==> src/rtl/serial_pattern_tx.sv <==
// Serial bit-pattern transmitter: shifts a captured WIDTH-bit pattern out MSB-first,
// repeated i_repeat+1 times back to back, with a start/ready handshake and sync abort.
module serial_pattern_tx #(
    parameter int unsigned WIDTH    = 8,
    parameter int unsigned CNT_W    = 4,
    parameter bit          IDLE_BIT = 1'b0
) (
    input  logic             clk,
    input  logic             rstn,
    input  logic             i_start,
    input  logic [WIDTH-1:0] i_pattern,
    input  logic [CNT_W-1:0] i_repeat,
    input  logic             i_abort,
    output logic             o_ready,
    output logic             o_busy,
    output logic             o_bit,
    output logic             o_bit_vld,
    output logic             o_done
);

    localparam int unsigned BW = (WIDTH > 1) ? $clog2(WIDTH) : 1;
    localparam logic [BW-1:0] LAST_BIT = BW'(WIDTH - 1);

    typedef enum logic [1:0] {
        IDLE,
        SHIFT,
        DONE
    } state_t;

    state_t             state_q, state_d;
    logic [WIDTH-1:0]   pat_q, pat_d;
    logic [WIDTH-1:0]   shift_q, shift_d;
    logic [BW-1:0]      bit_cnt_q, bit_cnt_d;
    logic [CNT_W-1:0]   rep_cnt_q, rep_cnt_d;

    always_ff @(posedge clk or negedge rstn) begin
        if (!rstn) begin
            state_q   <= IDLE;
            pat_q     <= '0;
            shift_q   <= '0;
            bit_cnt_q <= '0;
            rep_cnt_q <= '0;
        end else begin
            state_q   <= state_d;
            pat_q     <= pat_d;
            shift_q   <= shift_d;
            bit_cnt_q <= bit_cnt_d;
            rep_cnt_q <= rep_cnt_d;
        end
    end

    always_comb begin
        state_d   = state_q;
        pat_d     = pat_q;
        shift_d   = shift_q;
        bit_cnt_d = bit_cnt_q;
        rep_cnt_d = rep_cnt_q;
        unique case (state_q)
            IDLE: begin
                if (i_start) begin
                    pat_d     = i_pattern;
                    shift_d   = i_pattern;
                    bit_cnt_d = LAST_BIT;
                    rep_cnt_d = i_repeat;
                    state_d   = SHIFT;
                end
            end
            SHIFT: begin
                if (i_abort) begin
                    shift_d   = '0;
                    bit_cnt_d = '0;
                    rep_cnt_d = '0;
                    state_d   = IDLE;
                end else if (bit_cnt_q == '0) begin
                    // Reload on the last bit so the next pass starts with no gap cycle.
                    if (rep_cnt_q != '0) begin
                        shift_d   = pat_q;
                        bit_cnt_d = LAST_BIT;
                        rep_cnt_d = rep_cnt_q - CNT_W'(1);
                    end else begin
                        shift_d = '0;
                        state_d = DONE;
                    end
                end else begin
                    shift_d   = {shift_q[WIDTH-2:0], 1'b0};
                    bit_cnt_d = bit_cnt_q - BW'(1);
                end
            end
            DONE: begin
                state_d = IDLE;
            end
            default: begin
                state_d = IDLE;
            end
        endcase
    end

    // Outputs decode registered state only, so no input reaches an output combinationally.
    assign o_ready   = (state_q == IDLE);
    assign o_busy    = (state_q != IDLE);
    assign o_bit_vld = (state_q == SHIFT);
    assign o_bit     = (state_q == SHIFT) ? shift_q[WIDTH-1] : IDLE_BIT;
    assign o_done    = (state_q == DONE);

endmodule

==> config.mk <==
export PLATFORM = sky130hd
export DESIGN_NAME = serial_pattern_tx
export DESIGN_NICKNAME = d
export VERILOG_FILES = /design/src/rtl/serial_pattern_tx.sv
export SDC_FILE = /design/constraint.sdc
export NUM_CORES = 1
export LEC_CHECK = 0
export ABC_AREA = 1
export BUFFER_PORTS_ARGS = -buffer_cell sky130_fd_sc_hd__buf_2
export CORE_MARGIN = 4
export CORE_UTILIZATION = 40
export DETAILED_ROUTE_END_ITERATION = 8
export PLACE_DENSITY_LB_ADDON = 0.12
export SKIP_CTS_REPAIR_TIMING = 1
export SLEW_MARGIN = 20
export SYNTH_ARGS = -nofsm -noshare
export SYNTH_HDL_FRONTEND = slang
export SYNTH_SLANG_ARGS = --single-unit
==> constraint.sdc <==
create_clock -name clk -period 1.25 [get_ports clk]
set_input_delay 0.1875 -clock clk [delete_from_list [all_inputs] [get_ports clk]]
set_output_delay 0.1875 -clock clk [all_outputs]
set_load 0.02 [all_outputs]
==> impl_metrics.ini, run 1 <==
[synthesis]
ys_seq_area_frac = 0.402
ys_types = 25
syn_nets = 234
yosys_register_bits = 25
synth_area_um2 = 1560
syn_inst = 214
syn_area_per_cell_um2 = 7.27
yosysWarnings = 0

[routing]
first_pass_iters = 4
ant_nets = 0
vias = 1412
first_iter_violations = 40
route.detailed.drc = 0
wl_um = 3730
wl_per_cell_um = 12.1
vias_per_cell = 4.58

[floorplan]
rows = 22
die_y_um = 70.4
die-area_um2 = 4950
floorplan.die.width_um = 70.4
num_io_pins = 21
start_util = 0.419
core-area_um2 = 3720

[sta]
finalMaxSlewViolations = 0
clock_skew_ns = 0.00447
maxSlewHeadroom = 0.599
report.final.setup_viol = 30
rsz0062_at_grt = yes
setup_slack_ns = -0.126
finalHoldViolations = 0
post-route-period-util = 1.10
worst_pin_slew_ns = 0.601
clock.fmax_mhz = 727
period_needed_ns = 1.38
fin_setup_tns_ns = -1.35

[worst_setup_path]
crit_fanout = 3
worstPathRequired_ns = 1.06
path_buf_inv = 4
cp.arrival_ns = 1.19
path_class = flop to output port
cp_common_cell = buf_6
max_stage_delay_ns = 0.44
end_kind = output port
crit_cells = 5
r2r_cells = 9
cp-start-kind = flop
slowest_stage = dfrtp_1
crit_family = flip-flops
path_cells = buf_6, inv_4, nand2_2, inv_2, buf_6

[global_route]
grt_pass1_vias = 1307
grt_use_total = 0.143
gr-total-overflow = 0
grt_max_degree = 26
grt_pass1_wl_um = 5790
antenna_found_initial = 0

[run_status]
violations = setup timing
status = finished with violations

[power]
p_total_mw = 5.37
ir_drop_mv = 1.32
total_leakage_power_nw = 1.08
power.density_nw_per_um2 = 2520

[clock_network]
cts-buffers-inserted = 3
cts.htree.levels = 1
cts_sinks = 25
clockBufferDepth = 2
cts-root-buf = clkbuf_8
path_clk_slew_ns = 0.09
clock_latency_ns = 0.27
tritoncts = done

[finish]
multi_input_area_um2 = 917
drive_gt1_frac = 0.392
final_cells = 308
area_delta_synth_final_pct = 37.1
nets = 281
fillers = 354
layout_commonest_cell = nand2_1
layout_common_cells = nand2_1 (43), dfrtp_1 (25), nor2_1 (24)
num_antenna_cells = 0
regArea_um2 = 626
final_cell_area_um2 = 2130

[worst_hold_path]
min_path_type = input port to flop
whs_path_depth = 3

[place]
postPlaceCellArea_um2 = 1860
hpwl_um = 2560
io_buffers = 20
gp_congestion = 0.819
dp_cells = 296

[run]
drv_cap = 0
[where the power goes]
group | internal [mW] | switching (mW) | total [mW]
Sequential | 1.20 | 0.255 | 1.45
Combinational | 1.51 | 1.90 | 3.42
Clock | 0.229 | 0.274 | 0.503
Total | 2.94 | 2.43 | 5.37
[per-stage QoR]
| step | hold slack, ns | setup WS, ns | utilization |
|---|---|---|---|
| floorplan | -0.108 | -0.0637 | - |
| global placement | 0.233 | -0.0936 | 0.501 |
| detailed placement | 0.230 | -0.116 | 0.501 |
| CTS | -0.0763 | -0.267 | 0.513 |
| global route | 0.155 | -0.179 | 0.574 |
| finish | 0.164 | -0.126 | 0.574 |
[Yosys cell counts]
cell       instances  area (um2)
o21ai_0            2        10.0
a21oi_1            2        10.0
nand2_1           51         191
nor2_8             1        20.0
nand2_2            3        18.8
inv_1             22        82.6
inv_2              3        11.3
ha_1               4        50.1
o21ai_1            9        45.0
buf_2              1        5.00
o21ai_4            1        16.3
dfrtp_1           25         626
nand2_4            2        22.5
or2_0              7        43.8
nand4_1            1        6.26
xnor2_1            1        8.76
o2111ai_1          1        8.76
nor2_2             7        43.8
nor2_4             1        11.3
nand3_1           22         110
clkinv_1           7        26.3
nor2_1            34         128
o211ai_1           2        15.0
buf_6              3        33.8
inv_4              2        12.5
[sequential cells by signal (all words and copies together) (netlist names)]
name / count
bit_cnt_q: 3
pat_q: 8
rep_cnt_q: 4
shift_q: 8
state_q: 2
[final cells by class]
cell class	count	area share
Multi-Input combinational cell	151	0.430
Sequential cell	25	0.293
Timing Repair Buffer	46	0.163
Inverter	34	0.0645
Tap cell	48	0.0282
Clock buffer	4	0.0211
[worst register-to-register path, stage by stage (launching register included)]
cell and delay, ns:
dfrtp_1 0.40, inv_2 0.08, ha_4 0.12, inv_2 0.04, nor2_4 0.13, buf_12 0.15
nand3_2 0.07, nor2_1 0.11, nor2_1 0.05, nor2_1 0.10
[metal layers]
layer / up-vias / track usage / part of all wire
met5: - / 0 / 0
met4: 0 / 0.0319 / 0.0051
met3: 2 / 0.0317 / 0.039
met2: 23 / 0.242 / 0.48
met1: 637 / 0.186 / 0.47
li1: 750 / - / -
[kinds of logic (layout without fill, tap and decap cells)]
logic type / after synthesis / in the layout / share of synthesized area
xor+xnor: 1 / 1 / 0.00563
buf+inv: 38 / 84 / 0.110
simple gates: 129 / 129 / 0.383
fa+ha+maj: 4 / 4 / 0.0322
compound gates: 17 / 17 / 0.0675
flops: 25 / 25 / 0.402
[path summary, 6_finish.rpt]
check                             startpoint    endpoint  slack, ns
worst max-delay path              state_q[0]     o_ready      -0.13
max in group asynchronous               rstn  shift_q[4]       0.41
worst min-delay path            i_pattern[2]    pat_q[2]       0.16
min in group asynchronous               rstn  state_q[0]       0.45
worst min register to register      pat_q[0]    pat_q[0]       0.50
worst max register to register  bit_cnt_q[1]  shift_q[7]      -0.07
No activity file was read; power rests on OpenSTA's default activity.
==> inputs of run 2 (changes only) <==
BUFFER_PORTS_ARGS = unset   (was -buffer_cell sky130_fd_sc_hd__buf_2)
CELL_PAD_IN_SITES_DETAIL_PLACEMENT = 1   (was unset)
CELL_PAD_IN_SITES_GLOBAL_PLACEMENT = 1   (was unset)
CORE_UTILIZATION = 41   (was 40)
DONT_BUFFER_PORTS = 1   (was unset)
==> run 2 against run 1 <==
The run still ends with setup timing left. Critical path type unchanged. Clock power increased by 5.8%. Sequential cell count unchanged. Total power increased by 4.3%. Cell count decreased by 4.2%. Largest cell class unchanged.
==> impl_metrics.ini, run 2 (synthesized netlist as in run 1, its figures left out) <==
[run_status]
status = finished with violations
violations = setup timing

[finish]
area_delta_synth_final_pct = 33.3
multi_input_area_um2 = 887
top_regs = pat_q x8, shift_q x8, rep_cnt_q x4
layout_commonest_cell = nand2_1
final_cells = 295
fillers = 463
num_antenna_cells = 0
regArea_um2 = 627
layout_common_cells = nand2_1 (43), nor2_1 (30), dfrtp_1 (24)
drive_gt1_frac = 0.332
nets = 268

[routing]
vias_per_cell = 5.11
ant_nets = 0
wl_per_cell_um = 16.9
wl_um = 5000
first_pass_iters = 4
first_iter_violations = 68
route.detailed.drc = 0
vias = 1506

[worst_setup_path]
slowest_stage = dfrtp_1
startpoint = state_q[1]
path_cells = inv_2, buf_6, buf_6, nand2_4, inv_2, buf_6
crit_fanout = 3
path_buf_inv = 5
cp-start-kind = flop
crit_family = buffers and inverters
r2r_slack_ns = -0.14
worstPathRequired_ns = 1.06
crit_cells = 6
timing.rr.start = bit_cnt_q[1]
max_stage_delay_ns = 0.40
r2r_end = rep_cnt_q[0]
r2r_cells = 10
path_class = flop to output port
end_kind = output port
cp_common_cell = buf_6
cp.arrival_ns = 1.25

[sta]
period_needed_ns = 1.44
clock_skew_ns = 0.00169
hold_slack_ns = 0.0506
rsz0062_at_grt = yes
post-route-period-util = 1.15
fin_setup_tns_ns = -3.34
report.final.setup_viol = 30
clock.fmax_mhz = 695
maxSlewHeadroom = 0.773
finalHoldViolations = 0
finalMaxSlewViolations = 0
worst_pin_slew_ns = 0.339
setup_slack_ns = -0.189

[clock_network]
cts.htree.levels = 1
cts_sinks = 25
cts-buffers-inserted = 3
cts-root-buf = clkbuf_8
clock_latency_ns = 0.28
tritoncts = done
path_clk_slew_ns = 0.10
clockBufferDepth = 2

[place]
io_buffers = 0
dp_cells = 281
hpwl_um = 3120
gp_congestion = 0.779

[floorplan]
die_y_um = 69.6
floorplan.die.width_um = 69.6
start_util = 0.425
rows = 22
die-area_um2 = 4850
num_io_pins = 21
core-area_um2 = 3660

[global_route]
grt_pass1_wl_um = 7520
grt_pass1_vias = 1550
gr-total-overflow = 0
antenna_found_initial = 0
grt_use_total = 0.194
grt_max_degree = 26

[worst_hold_path]
hold_path_end = pat_q[4]
holdCritStartpoint = i_pattern[4]
min_path_type = input port to flop
whs_path_depth = 2

[run]
drv_cap = 0

[power]
total_leakage_power_nw = 1.03
power.density_nw_per_um2 = 2700
p_total_mw = 5.60
ir_drop_mv = 1.44
## run 2: changes by cell type in the layout (fill, tap and decap cells not counted), sizes merged
cell	delta
buf	-13
## run 2: routing by layer
layer,wire [um],up-vias,share of wire,GRT usage
met4,101,0,0.020,0.0511
met1,2020,750,0.40,0.220
met2,2750,25,0.55,0.370
met3,125,9,0.025,0.0333
li1,-,722,-,-
met5,0,-,0,0
## run 2: layout make-up
type                    count  share of cell area
clock buffers               4              0.0217
inverters                  34              0.0663
multi-input cells         151               0.428
flip-flops and latches     25               0.302
well taps                  48              0.0290
repair buffers             33               0.153
## run 2: worst max-delay path by stage
stage / slack (ns) / end
after detailed placement: -0.19 / rep_cnt_q[0]
final: -0.19 / o_ready
after global routing: -0.24 / o_ready
after global placement: -0.12 / rep_cnt_q[1]
after floorplan: -0.06 / bit_cnt_q[2]
after CTS: -0.32 / o_bit_vld
## run 2: metrics by stage
step | area, um2 | setup WS (ns) | utilization
floorplan | 1580 | -0.0637 | -
global placement | 1790 | -0.119 | 0.488
detailed placement | 1790 | -0.194 | 0.488
CTS | 1830 | -0.317 | 0.500
global route | 2070 | -0.238 | 0.567
finish | 2070 | -0.189 | 0.567
## run 2: power by group
group | switching, mW | internal (mW)
registers | 0.303 | 1.20
logic | 2.04 | 1.53
clock network | 0.302 | 0.230
